`src/rtl/adder_arb.sv`:
```
// ---------------------------------------------------------------------------
// adder_arb
//   Round-robin arbiter in front of a single W-bit adder. One requester is
//   granted in IDLE, its operands are added in CALC, and the result is
//   presented in RESP until the downstream handshake completes.
//
//   Parameters
//     NREQ      number of requesters (2..8)
//     W         operand width
//   Ports
//     clk       clock, rising edge
//     rst       asynchronous reset, active high
//     req_valid per-requester operand valid               [NREQ]
//     req_ready per-requester accept strobe (one-hot/0)   [NREQ]
//     req_a     operand A, requester i at [i*W +: W]      [NREQ*W]
//     req_b     operand B, same packing                   [NREQ*W]
//     rsp_valid result valid
//     rsp_ready downstream accepts result
//     rsp_sum   A + B, MSB is carry                       [W+1]
//     rsp_id    requester that owns rsp_sum               [clog2(NREQ)]
//     busy      high whenever not IDLE
//     done_cnt  handshake counter, 8 bits, wraps (only with ADDER_ARB_CNT_EN)
//
//   Build option: define ADDER_ARB_CNT_EN to add the done_cnt output.
// ---------------------------------------------------------------------------
module adder_arb #(
    parameter int NREQ = 4,
    parameter int W    = 4,
    localparam int IW  = (NREQ > 1) ? $clog2(NREQ) : 1
) (
    input  logic              clk,
    input  logic              rst,
    input  logic [NREQ-1:0]   req_valid,
    output logic [NREQ-1:0]   req_ready,
    input  logic [NREQ*W-1:0] req_a,
    input  logic [NREQ*W-1:0] req_b,
    output logic              rsp_valid,
    input  logic              rsp_ready,
    output logic [W:0]        rsp_sum,
    output logic [IW-1:0]     rsp_id,
    output logic              busy
`ifdef ADDER_ARB_CNT_EN
    ,
    output logic [7:0]        done_cnt
`endif
);

    typedef enum logic [1:0] {IDLE, CALC, RESP} state_t;

    state_t        state, state_nxt;
    logic [IW-1:0] ptr;          // last requester served; search starts after it
    logic [IW-1:0] gnt_idx;
    logic          gnt_found;
    logic [IW-1:0] cand;
    logic [IW-1:0] g_r;
    logic [W-1:0]  a_r, b_r;
    logic          hs;

    assign hs = (state == RESP) && rsp_ready;

    // Round-robin search: ptr+1, ptr+2, ... wrapping, first valid wins.
    always_comb begin
        gnt_found = 1'b0;
        gnt_idx   = '0;
        cand      = '0;
        for (int k = 1; k <= NREQ; k++) begin
            cand = IW'((int'(ptr) + k) % NREQ);
            if (!gnt_found && req_valid[cand]) begin
                gnt_found = 1'b1;
                gnt_idx   = cand;
            end
        end
    end

    // State register
    always_ff @(posedge clk or posedge rst) begin
        if (rst) state <= IDLE;
        else     state <= state_nxt;
    end

    // Next-state logic
    always_comb begin
        state_nxt = state;
        case (state)
            IDLE:    if (gnt_found) state_nxt = CALC;
            CALC:    state_nxt = RESP;
            RESP:    if (hs) state_nxt = IDLE;
            default: state_nxt = IDLE;
        endcase
    end

    // Outputs
    always_comb begin
        req_ready = '0;
        if (state == IDLE && gnt_found) req_ready[gnt_idx] = 1'b1;
        rsp_valid = (state == RESP);
        busy      = (state != IDLE);
    end

    // Datapath: capture on grant, add in CALC, hold through RESP.
    always_ff @(posedge clk or posedge rst) begin
        if (rst) begin
            ptr     <= IW'(NREQ - 1);
            g_r     <= '0;
            a_r     <= '0;
            b_r     <= '0;
            rsp_sum <= '0;
            rsp_id  <= '0;
        end else begin
            case (state)
                IDLE: if (gnt_found) begin
                    g_r <= gnt_idx;
                    a_r <= req_a[int'(gnt_idx)*W +: W];
                    b_r <= req_b[int'(gnt_idx)*W +: W];
                end
                CALC: begin
                    rsp_sum <= {1'b0, a_r} + {1'b0, b_r};
                    rsp_id  <= g_r;
                end
                RESP: if (hs) ptr <= rsp_id;
                default: ;
            endcase
        end
    end

`ifdef ADDER_ARB_CNT_EN
    always_ff @(posedge clk or posedge rst) begin
        if (rst)     done_cnt <= 8'd0;
        else if (hs) done_cnt <= done_cnt + 8'd1;
    end
`else
    // No handshake counter in this build.
`endif

endmodule

```
`config.mk`:
```
export PLATFORM = sky130hd
export DESIGN_NAME = adder_arb
export DESIGN_NICKNAME = d
export VERILOG_FILES = /design/src/rtl/adder_arb.sv
export SDC_FILE = /design/constraint.sdc
export NUM_CORES = 1
export LEC_CHECK = 0
export CAP_MARGIN = 20
export CORE_ASPECT_RATIO = 0.7
export CORE_UTILIZATION = 39
export DETAILED_ROUTE_END_ITERATION = 10
export GPL_TIMING_DRIVEN = 0
export PLACE_DENSITY = 0.81
export SLEW_MARGIN = 20
export SYNTH_ARGS = -nofsm -noshare
export SYNTH_HDL_FRONTEND = slang
export SYNTH_SLANG_ARGS = --single-unit
export TNS_END_PERCENT = 50
```
`constraint.sdc`:
```
create_clock -name clk -period 1.8 [get_ports clk]
set_input_delay 0.18 -clock clk [delete_from_list [all_inputs] [get_ports clk]]
set_output_delay 0.18 -clock clk [all_outputs]
set_load 0.1 [all_outputs]
```
# After elaboration in Yosys (flattened, before gate mapping)
# Index checks and enable logic that the tools add are counted.
# word_totals
reg_bits	21
ramBits	0
latchBits	0
out_inout_bits	13
rom_bits	0
inputBits	39
mem_count	0
# classes
reduce_logical	14
eq_ne	4
bitwise_logic	0
n_mul	0
mux	22
addsub	5
order_cmp	6
shifts	2
div_mod_pow	0
# ops
op	count
16-bit by 5-bit indexed part select with 4-bit output	2
2-bit by 3-bit < comparator with 1-bit output, second input constant	5
2-bit 2-to-1 mux	6
1-bit 2-to-1 mux	9
1-bit binary-select mux with 2-bit select	4
1-bit logical AND	6
2-bit one-hot mux with 3 select lines	1
2-bit AND reduction	3
4-bit by 4-bit adder with 5-bit output	1
2-bit by 1-bit adder with 2-bit output, second input constant	2
2-bit adder, second input constant	2
4-bit 2-to-1 mux	1
1-bit zero test	3
1-bit demux with 2-bit select	1
2-bit by 1-bit equality test with 1-bit output, second input constant	1
2-bit equality test, second input constant	1
2-bit by 1-bit greater-or-equal comparator with 1-bit output, second input constant	1
2-bit zero test	1
2-bit by 1-bit inequality test with 1-bit output, second input constant	1
2-bit inequality test, second input constant	1
2-bit nonzero test	1

# Logic depth before layout (Yosys ltp)
# Gate-level depths: netlist (run 1).
# logic_depth
word_depth	18
depth_mapped	7
mapped_depth_nobuf	6

# Worst setup path before layout (run 1)
# No wires, ideal clock.
# synth_path
path_kind	reg-to-output
start	register state[0]
end	output req_ready[3]
required_time_ns	1.620
t_arrival_ns	3.841
path_slack_ns	-2.221
stages_incl_launch_ff	5
cell_sequence	dfrtp_1 > or2_1 > or2_1 > clkbuf_1 > nor3b_1
# synth_between
elab_chain_len	3
# synth_lines
item	line_no	rtl
start, declared	50	state_t state, state_nxt;
start signal, assigned	78	else state <= state_nxt;
2-bit zero test	95	if (state == IDLE && gnt_found) req_ready[gnt_idx] = 1'b1;
1-bit logical AND	95	
4-bit 2-to-1 mux	95	
end, declared	34	output logic [NREQ-1:0] req_ready,
# Every way passes these cells.

# Worst setup path after layout (run 1)
# layout_path
start	register ptr[0]
end	output req_ready[3]
# layout_between
elab_chain_len	18
elab_cells_between_ends	33
classes_between	add/sub (4); order compare (2); mux (19); reduce/logical (8)
# layout_lines
item	line_no	rtl
start, declared	51	logic [IW-1:0] ptr;
start signal, assigned	103	ptr <= IW'(NREQ - 1);
start signal, assigned	120	RESP: if (hs) ptr <= rsp_id;
2-bit by 1-bit adder with 2-bit output	67	cand = IW'((int'(ptr) + k) % NREQ);
1-bit binary-select mux with 2-bit select	68	if (!gnt_found && req_valid[cand]) begin
1-bit 2-to-1 mux (not written as such)	68	
1-bit 2-to-1 mux	68	
1-bit zero test	68	
1-bit logical AND	68	
1-bit 2-to-1 mux	68	
1-bit zero test	68	
[... 2 more ...]	--	
1-bit zero test	68	
1-bit logical AND	68	
2-bit 2-to-1 mux	68	
2-bit by 3-bit < comparator with 1-bit output (not written as such) or 2-bit by 1-bit greater-or-equal comparator with 1-bit output (tied branches)	95	
1-bit logical AND (not written as such)	95	
1-bit 2-to-1 mux (not written as such)	95	
1-bit demux with 2-bit select	95	
4-bit 2-to-1 mux (*)	95	
# Mark *: on every way between the ends. The rest lies on a longest branch, timed or not. The select of a mux whose other input is x is not followed.

==> flow_summary.json, run 1 <==
{
  "status": "finished with violations",
  "violations": "negative setup slack",
  "worst-path-stages": 7,
  "io_pins": 52,
  "postPlaceCellArea_um2": 2000,
  "synth_largest_area_cell": "dfrtp_1",
  "hold_violations": 0,
  "drc_errors": 0,
  "worst-path-buf-inv": 3,
  "cap_viol_max_count": 0,
  "drive_gt1_frac": 0.286,
  "synth_ff_type": "dfrtp_1",
  "final_area_um2": 2220,
  "vias": 1266,
  "wirelength_um": 3680,
  "wire_per_inst_um": 15.0,
  "r2r_setup_slack_ps": -360,
  "fp.dieArea_um2": 3760,
  "drt_iter0_markers": 19,
  "gp_congestion": 0.778,
  "timing.final.ws_setup_ps": -470,
  "core_um2": 3250,
  "synthToLayoutAreaGrowth_pct": 62.0,
  "diodes": 0,
  "fin_hold_ws_ps": 374,
  "synth_seq_area_share": 0.385,
  "start_util": 0.421,
  "hpwl_um": 2560,
  "slowest_delay_ps": 560,
  "fin_crit_ps": 2270,
  "setup_viol": 12,
  "total_leakage_power_nw": 1.01,
  "nets": 244,
  "worst_setup_path_start_kind": "register",
  "critPathKind": "reg -> out",
  "synth_top_area_frac": 0.347,
  "cts_tree": "yes",
  "crit_path_max_fanout": 6,
  "peakVddDrop_mv": 0.928,
  "ctsRootBufferMaster": "clkbuf_8",
  "synth_edf_count": 0,
  "fmax_ghz": 0.440,
  "rsz0062_at_grt": "yes",
  "grt_max_degree": 22,
  "fin_crit_sh": 1.26,
  "fillCellCount": 245,
  "via_per_inst": 5.15,
  "synth_warnings": 0,
  "synth.area.top_cells": "dfrtp_1 35%, mux2_4 6.6%, nand2b_1 5.9%",
  "grt_pass1_wl_um": 5710,
  "clk_latency_ps": 260,
  "die_y_um": 51.6,
  "ys_ff_latch": 21,
  "syn_area_um2": 1370,
  "slew_violations": 0,
  "cts_buffers": 3,
  "path_cells": "nand2b_4 > a21oi_4 > or3_4 > buf_12 > buf_12 > nor3b_4 > buf_12",
  "tightest_slew_ps": 960,
  "grt_pass1_vias": 1214,
  "grt-ovfl-total": 0,
  "ant_nets": 0,
  "syn_inst": 132,
  "hold_class": "in -> async",
  "die_w_um": 72.8,
  "rr_startpoint": "ptr[0]",
  "relSlewSlack": 0.362,
  "critical_path_arrival_ps": 2090,
  "rows": 17,
  "path_delay_family": "simple AND/OR/NAND/NOR gates",
  "cts.path.max_buffers": 2,
  "crit_path_end_kind": "output pin",
  "powerDensity_nw_per_um2": 1950,
  "r2r-end": "a_r[1]",
  "antenna_found_initial": 0,
  "rr_worst_depth": 8,
  "critPathLaunch": "ptr[0]",
  "cts_sinks": 21,
  "clock_skew_ps": 1.57,
  "worstPathRequired_ps": 1620,
  "async_flop_share": 1.00,
  "dr.pass1.iters": 4,
  "cts_hold_buf": 0,
  "clk_pin_slew_ps": 70,
  "postSynthAreaPerCell_um2": 10.4,
  "slowest_stage": "dfstp_2",
  "crit_path_end": "req_ready[3]",
  "io_buffer_count": 51,
  "grt_usage": 0.205,
  "syn_nets": 176,
  "htree_levels": 1,
  "cpMostUsedCell": "buf_12",
  "ys_types": 37
}
synthesized netlist by cell type (3+ instances only):
master,instances
ha_1,4
inv_1,12
o31ai_1,8
nand2_1,5
nand2b_1,13
o211ai_1,8
a21oi_1,3
mux2_2,6
mux2_4,6
clkbuf_1,3
dfrtp_1,19
o211a_1,8
o21ai_0,4
area by class of cell:
cell class                      count  area [um2]  area share
Buffer                              5        56.3      0.0254
Clock buffer                        3        41.3      0.0186
Clock inverter                      1        5.00     0.00225
Inverter                           13        48.8      0.0220
Multi-Input combinational cell     93         841       0.379
Sequential cell                    21         528       0.238
Tap cell                           47        58.8      0.0265
Timing Repair Buffer               63         641       0.289
logic make-up (layout without fill, tap and decap cells):
logic type / Yosys count / after routing / share of synthesized area
AO/OA/AOI/OAI: 40 / 40 / 0.220
AND/OR/NAND/NOR: 31 / 31 / 0.136
multiplexers: 15 / 15 / 0.139
XOR/XNOR: 2 / 2 / 0.0128
flip-flops: 21 / 21 / 0.385
buffers and inverters: 18 / 85 / 0.0557
adder cells (fa/ha/maj): 5 / 5 / 0.0511
power by group:
part,switching [mW],total [mW],internal (mW),leakage [nW]
logic,1.88,3.13,1.25,0.740
registers,0.171,0.905,0.733,0.241
clock network,0.146,0.300,0.154,0.0255
state kept, by name, summed over array words and instances (netlist names):
register,flops
rsp_sum,5
b_r,4
state,2
ptr,2
a_r,4
g_r,2
rsp_id,2
repair_timing:
action	in CTS	in global routing
pin swaps	3	1
endpoints found under the setup margin	22	13
setup buffers	6	6
gates resized for setup	55	6
worst min path at each step:
stage	startpoint	endpoint	slack, ps	cells after the start
2_1_floorplan	rst	a_r[0]	160	1
3_3_place_gp	rsp_sum[4]	rsp_sum[4]	460	2
3_5_place_dp	rsp_sum[3]	rsp_sum[3]	480	2
4_1_cts	rst	rsp_sum[2]	400	2
5_1_grt	rst	rsp_sum[3]	450	2
6_report	rst	rsp_sum[0]	370	2
per-layer routing:
metal	vias to the layer above	global-route usage	wire length, um
met2	44	0.322	1790
li1	614	-	-
met4	0	0.0915	48
met1	604	0.287	1700
met5	-	0	0
met3	4	0.0233	137
placed cells by master, fill, tap and decap left out, drive strengths merged, types with 3 or more instances in the layout:
cell and count:
or2 3, o211a 8, mux2 14, clkdlybuf4s50 35, inv 13, clkbuf 6
o21ai 6, dfrtp 19, dlygate4sd2 11, buf 18, o211ai 8, nand2b 13
nand2 5, a21oi 5, ha 4, o31ai 8
metrics by stage:
step | std cells | setup slack, ps | setup TNS, ps | util | power (mW)
final | 246 | -470 | -4230 | 0.682 | 4.34
after global placement | 230 | -1560 | -10780 | 0.616 | 3.66
after detailed placement | 230 | -1610 | -11570 | 0.616 | 3.73
after floorplan | 132 | -618 | -1710 | - | 3.08
after global routing | 246 | -562 | -5020 | 0.682 | 4.58
after CTS | 240 | -470 | -3710 | 0.661 | 4.18
No activity file was read; power rests on OpenSTA's default activity.
==> run 2, diff against run 1 <==
--- a/config.mk
+++ b/config.mk
@@ -10,7 +10,8 @@
 export CORE_UTILIZATION = 39
 export DETAILED_ROUTE_END_ITERATION = 10
 export GPL_TIMING_DRIVEN = 0
-export PLACE_DENSITY = 0.81
+export HOLD_SLACK_MARGIN = 0.06
+export PLACE_DENSITY = 0.75
 export SLEW_MARGIN = 20
 export SYNTH_ARGS = -nofsm -noshare
 export SYNTH_HDL_FRONTEND = slang
==> run 2 against run 1 <==
Effect of this change:
- the run still ends with negative setup slack left
- critical endpoint unchanged
- combinational power decreased by 3%
- sequential share of layout area grew 0.26 points
- largest cell class unchanged
- clock power grew 3%
- routed wire length decreased by 5.3%
- critical path type unchanged
- global-route usage increased by 0.90 points
- highest routed layer unchanged
==> flow_summary.json, run 2 (same netlist as run 1, synthesis figures left out) <==
{
  "grt_max_degree": 22,
  "io_pins": 52,
  "hold_violations": 0,
  "synthToLayoutAreaGrowth_pct": 60.3,
  "crit_path_end_kind": "output pin",
  "cap_viol_max_count": 0,
  "path_delay_family": "simple AND/OR/NAND/NOR gates",
  "grt-ovfl-total": 0,
  "rsz0062_at_grt": "yes",
  "via_per_inst": 5.08,
  "antenna_found_initial": 0,
  "largest_reg_flops": 5,
  "vias": 1240,
  "cts_hold_buf": 0,
  "powerDensity_nw_per_um2": 1940,
  "dr.pass1.iters": 4,
  "r2r_setup_slack_ps": -310,
  "fin_crit_sh": 1.27,
  "nets": 242,
  "final_area_um2": 2200,
  "final_common_cell": "clkdlybuf4s50_1",
  "relSlewSlack": 0.363,
  "cts_buffers": 3,
  "total_leakage_power_nw": 1.01,
  "dpl.cell_count": 230,
  "clk_latency_ps": 260,
  "worst_setup_path_start_kind": "register",
  "drive_gt1_frac": 0.274,
  "hold_class": "in -> async",
  "clock_skew_ps": 1.04,
  "fmax_ghz": 0.436,
  "slowest_stage": "dfstp_2",
  "critPathLaunch": "ptr[0]",
  "core_um2": 3250,
  "critical_path_arrival_ps": 2110,
  "violations": "negative setup slack",
  "ant_nets": 0,
  "r2r-end": "a_r[1]",
  "fp.dieArea_um2": 3760,
  "die_y_um": 51.6,
  "die_w_um": 72.8,
  "rows": 17,
  "status": "finished with violations",
  "clk_pin_slew_ps": 70,
  "regMostFlops": "rsp_sum",
  "slew_violations": 0,
  "wirelength_um": 3480,
  "rr_worst_depth": 8,
  "ctsRootBufferMaster": "clkbuf_8",
  "critPathKind": "reg -> out",
  "worstPathRequired_ps": 1620,
  "timing.final.ws_setup_ps": -491,
  "fin_crit_ps": 2290,
  "setup_viol": 13,
  "grt_pass1_vias": 1297,
  "htree_levels": 1,
  "cts_tree": "yes",
  "path_cells": "nand2b_4 > a21oi_4 > or3_4 > buf_12 > buf_12 > nor3b_4 > buf_12",
  "wire_per_inst_um": 14.3,
  "crit_path_max_fanout": 7,
  "fillCellCount": 258,
  "final_cells": 244,
  "cts_sinks": 21,
  "hpwl_um": 2610,
  "tightest_slew_ps": 959,
  "cts.path.max_buffers": 2,
  "postPlaceCellArea_um2": 2000,
  "grt_pass1_wl_um": 5930,
  "gp_congestion": 0.779,
  "slowest_delay_ps": 570,
  "grt_usage": 0.214,
  "peakVddDrop_mv": 0.874,
  "rr_startpoint": "ptr[0]",
  "io_buffer_count": 51,
  "worst-path-buf-inv": 3,
  "layout_common_cells": "35 x clkdlybuf4s50_1, 19 x dfrtp_1, 12 x nand2b_1, 12 x inv_1, 10 x dlygate4sd2_1",
  "cpMostUsedCell": "buf_12",
  "drc_errors": 0,
  "top_regs": "rsp_sum x5, a_r x4, b_r x4",
  "start_util": 0.421,
  "diodes": 0,
  "drt_iter0_markers": 53
}
## run 2: cell count changes in the layout (fill, tap and decap cells not counted)
cell	before	now
buf_12	7	6
buf_4	11	9
buf_6	0	1
dlygate4sd2_1	11	10
dlymetal6s2s_1	0	1
mux2_1	1	0
mux2_2	7	6
mux2_4	6	8
nor3_1	0	1
nor3_2	1	0
o22ai_1	0	1
o22ai_2	1	0
## run 2: per-stage QoR
stage | hold slack (ps) | total power [mW] | setup TNS [ps] | utilization | setup slack (ps)
2_1_floorplan | 155 | 3.08 | -1710 | - | -618
3_3_place_gp | 466 | 3.66 | -10160 | 0.616 | -1500
3_5_place_dp | 483 | 3.74 | -11390 | 0.616 | -1610
4_1_cts | 385 | 4.26 | -4080 | 0.669 | -519
5_1_grt | 429 | 4.54 | -5030 | 0.675 | -566
6_report | 356 | 4.26 | -4100 | 0.675 | -491
## run 2: area by class of cell
| class | instances | area [um2] | area share |
|---|---|---|---|
| Clock buffer | 3 | 41.3 | 0.0188 |
| Tap cell | 47 | 58.8 | 0.0268 |
| Clock inverter | 1 | 5.00 | 0.00228 |
| Timing Repair Buffer | 61 | 621 | 0.283 |
| Sequential cell | 21 | 528 | 0.240 |
| Multi-Input combinational cell | 93 | 837 | 0.381 |
| Inverter | 13 | 48.8 | 0.0222 |
| Buffer | 5 | 56.3 | 0.0256 |
## run 2: report_power, final
| part | internal [mW] | switching [mW] |
|---|---|---|
| clock network | 0.154 | 0.154 |
| registers | 0.733 | 0.167 |
| logic | 1.21 | 1.84 |
## run 2: layer usage
metal / track usage / routed length (um)
met1: 0.259 / 1570
met2: 0.354 / 1600
met3: 0.0698 / 241
met4: 0.0915 / 72
met5: 0 / 0
## run 2: timing repair
action | CTS | global route
gates resized for setup | 57 | 1
pin swaps | 4 | 4
buffers inserted | 8 | 3
endpoints found under the hold margin | 0 | 0
endpoints found under the setup margin | 22 | 13
## run 2: worst register-to-register path, delay by kind of cell, from the launching register on
kind                   cells  cell delay [ps]
DFF                        1              570
AOI/OAI and AO/OA          3              520
buffers and inverters      3              410
muxes                      1              310
and+or+nand+nor            1              200
## run 2: worst max path at each step
stage | to | slack (ps) | cells past startpoint
6_report | req_ready[3] | -490 | 7
5_1_grt | req_ready[3] | -570 | 7
4_1_cts | req_ready[3] | -520 | 7
3_5_place_dp | req_ready[0] | -1610 | 7
3_3_place_gp | req_ready[0] | -1500 | 7
2_1_floorplan | req_ready[3] | -620 | 6
==> run 3, diff against run 2 <==
--- a/config.mk
+++ b/config.mk
@@ -7,11 +7,14 @@
 export LEC_CHECK = 0
 export CAP_MARGIN = 20
 export CORE_ASPECT_RATIO = 0.7
+export CORE_MARGIN = 1.5
 export CORE_UTILIZATION = 39
 export DETAILED_ROUTE_END_ITERATION = 10
 export GPL_TIMING_DRIVEN = 0
 export HOLD_SLACK_MARGIN = 0.06
 export PLACE_DENSITY = 0.75
+export SETUP_SLACK_MARGIN = 0.05
+export SKIP_CTS_REPAIR_TIMING = 1
 export SLEW_MARGIN = 20
 export SYNTH_ARGS = -nofsm -noshare
 export SYNTH_HDL_FRONTEND = slang
==> run 3 against run 2 <==
Effect of this change:
- the flow still finishes with violations (negative setup slack)
- setup slack worse by 62 ps
- global-route usage is 2.6 points lower
- power is 1.7% higher
- clock-buffer cell count is 1 higher
- sequential share of layout area is 0.44 points lower
- combinational power is 3% higher
- clock skew hardly changed
- flip-flop and latch count stayed put
- largest cell class unchanged
==> flow_summary.json, run 3 (same netlist as run 1, synthesis figures left out) <==
{
  "status": "finished with violations",
  "violations": "negative setup slack",
  "setup_viol": 12,
  "largest_reg_flops": 5,
  "rsz0062_at_grt": "yes",
  "fillCellCount": 248,
  "cts_buffers": 3,
  "io_buffer_count": 51,
  "hold_violations": 0,
  "p_sw_mw": 2.15,
  "core_um2": 3250,
  "worstPathRequired_ps": 1620,
  "total_leakage_power_nw": 1.08,
  "antenna_found_initial": 0,
  "cap_viol_max_count": 0,
  "p_sw_frac": 0.497,
  "fin_crit_sh": 1.31,
  "cts_sinks": 21,
  "htree_levels": 1,
  "hold_class": "in -> async",
  "final_common_cell": "clkdlybuf4s50_1",
  "wirelength_um": 3450,
  "r2r_setup_slack_ps": -320,
  "ant_nets": 0,
  "tightest_slew_ps": 972,
  "regMostFlops": "rsp_sum",
  "pwr-share-comb": 0.723,
  "rr_worst_depth": 7,
  "fin_crit_ps": 2350,
  "hpwl_um": 2560,
  "vias": 1243,
  "die_w_um": 73.8,
  "fp.dieArea_um2": 3880,
  "pwr-share-seq": 0.207,
  "die_y_um": 52.6,
  "crit_path_end": "req_ready[3]",
  "relSlewSlack": 0.351,
  "clkPwrFrac": 0.070,
  "critPathKind": "reg -> out",
  "nets": 244,
  "multi_input_area_um2": 830,
  "dr.pass1.iters": 4,
  "gp_congestion": 0.823,
  "rows": 17,
  "clk_latency_ps": 260,
  "wire_per_inst_um": 14.0,
  "critical_path_arrival_ps": 2170,
  "grt-ovfl-total": 0,
  "rr_startpoint": "ptr[0]",
  "cts.path.max_buffers": 2,
  "cts_tree": "yes",
  "r2r-end": "b_r[2]",
  "synthToLayoutAreaGrowth_pct": 63.3,
  "ctsRootBufferMaster": "clkbuf_8",
  "peakVddDrop_mv": 0.993,
  "grt_usage": 0.188,
  "slew_violations": 0,
  "grt_max_degree": 22,
  "timing.final.ws_setup_ps": -554,
  "grt_pass1_wl_um": 5450,
  "clock_skew_ps": 1.36,
  "powerDensity_nw_per_um2": 1940,
  "critPathLaunch": "ptr[0]",
  "start_util": 0.421,
  "seq_area_um2": 528,
  "p_int_mw": 2.18,
  "final_area_um2": 2240,
  "fmax_ghz": 0.425,
  "crit_path_end_kind": "output pin",
  "drive_gt1_frac": 0.281,
  "grt_pass1_vias": 1186,
  "diodes": 0,
  "utilization": 0.687,
  "fin_hold_ws_ps": 388,
  "layout_common_cells": "36 x clkdlybuf4s50_1, 19 x dfrtp_1, 12 x nand2b_1, 12 x inv_1, 11 x buf_4",
  "top_regs": "rsp_sum x5, a_r x4, b_r x4",
  "worst_setup_path_start_kind": "register",
  "drc_errors": 0,
  "postPlaceCellArea_um2": 2000,
  "drt_iter0_markers": 49,
  "via_per_inst": 5.05,
  "crit_path_max_fanout": 5,
  "clk_pin_slew_ps": 70,
  "io_pins": 52
}
## run 3: cell count changes in the layout (fill, tap and decap cells not counted), moves of 2 or more
cell and delta:
clkbuf_2 +2, dlygate4sd2_1 -10, buf_4 +2, dlymetal6s2s_1 +8
mux2_4 -2, mux2_2 +2
## run 3: layout make-up
cell class                      instances  area share
Multi-Input combinational cell         93       0.371
Sequential cell                        21       0.236
Inverter                               13      0.0218
Buffer                                  5      0.0252
Tap cell                               47      0.0263
Clock buffer                            4      0.0201
Timing Repair Buffer                   63       0.300
## run 3: critical path, cell delays in order, from the launching register on
cell      delay, ps
dfstp_2         570
nand2b_4        140
a21oi_4          70
or3_4           420
buf_12          150
buf_12          130
nor3b_4         220
buf_12          210
## run 3: how the worst min path moves through the flow
stage                           from         end  slack [ps]
final                            rst  rsp_sum[4]         390
after global routing             rst  rsp_sum[4]         460
after CTS                        rst      g_r[0]         410
after detailed placement  rsp_sum[3]  rsp_sum[3]         480
after global placement    rsp_sum[4]  rsp_sum[4]         460
after floorplan                  rst      a_r[0]         160
## run 3: stage by stage
stage / worst slack, ps / total power, mW / TNS (ps) / instances
after floorplan: -618 / 3.08 / -1710 / 132
after global placement: -1510 / 3.67 / -10180 / 230
after CTS: -1600 / 4.05 / -10430 / 234
final: -554 / 4.33 / -4070 / 246
after global routing: -644 / 4.62 / -4880 / 246
after detailed placement: -1590 / 3.73 / -11320 / 230
## run 3: routing by layer
metal	GRT usage	share of wire	vias up
met2	0.317	0.47	49
met1	0.251	0.46	579
met4	0.0370	0.0078	0
met5	0	0	-
met3	0.0385	0.064	4
li1	-	-	611
## run 3: power by group through the flow
| stage | Combinational (mW) | Sequential (mW) | Clock [mW] |
|---|---|---|---|
| 2_1_floorplan | 1.65 | 1.43 | 0 |
| 3_3_place_gp | 2.77 | 0.896 | 0 |
| 5_1_grt | 3.35 | 0.931 | 0.342 |
| 4_1_cts | 2.83 | 0.905 | 0.308 |
| 3_5_place_dp | 2.82 | 0.911 | 0 |
| 6_report | 3.13 | 0.896 | 0.302 |
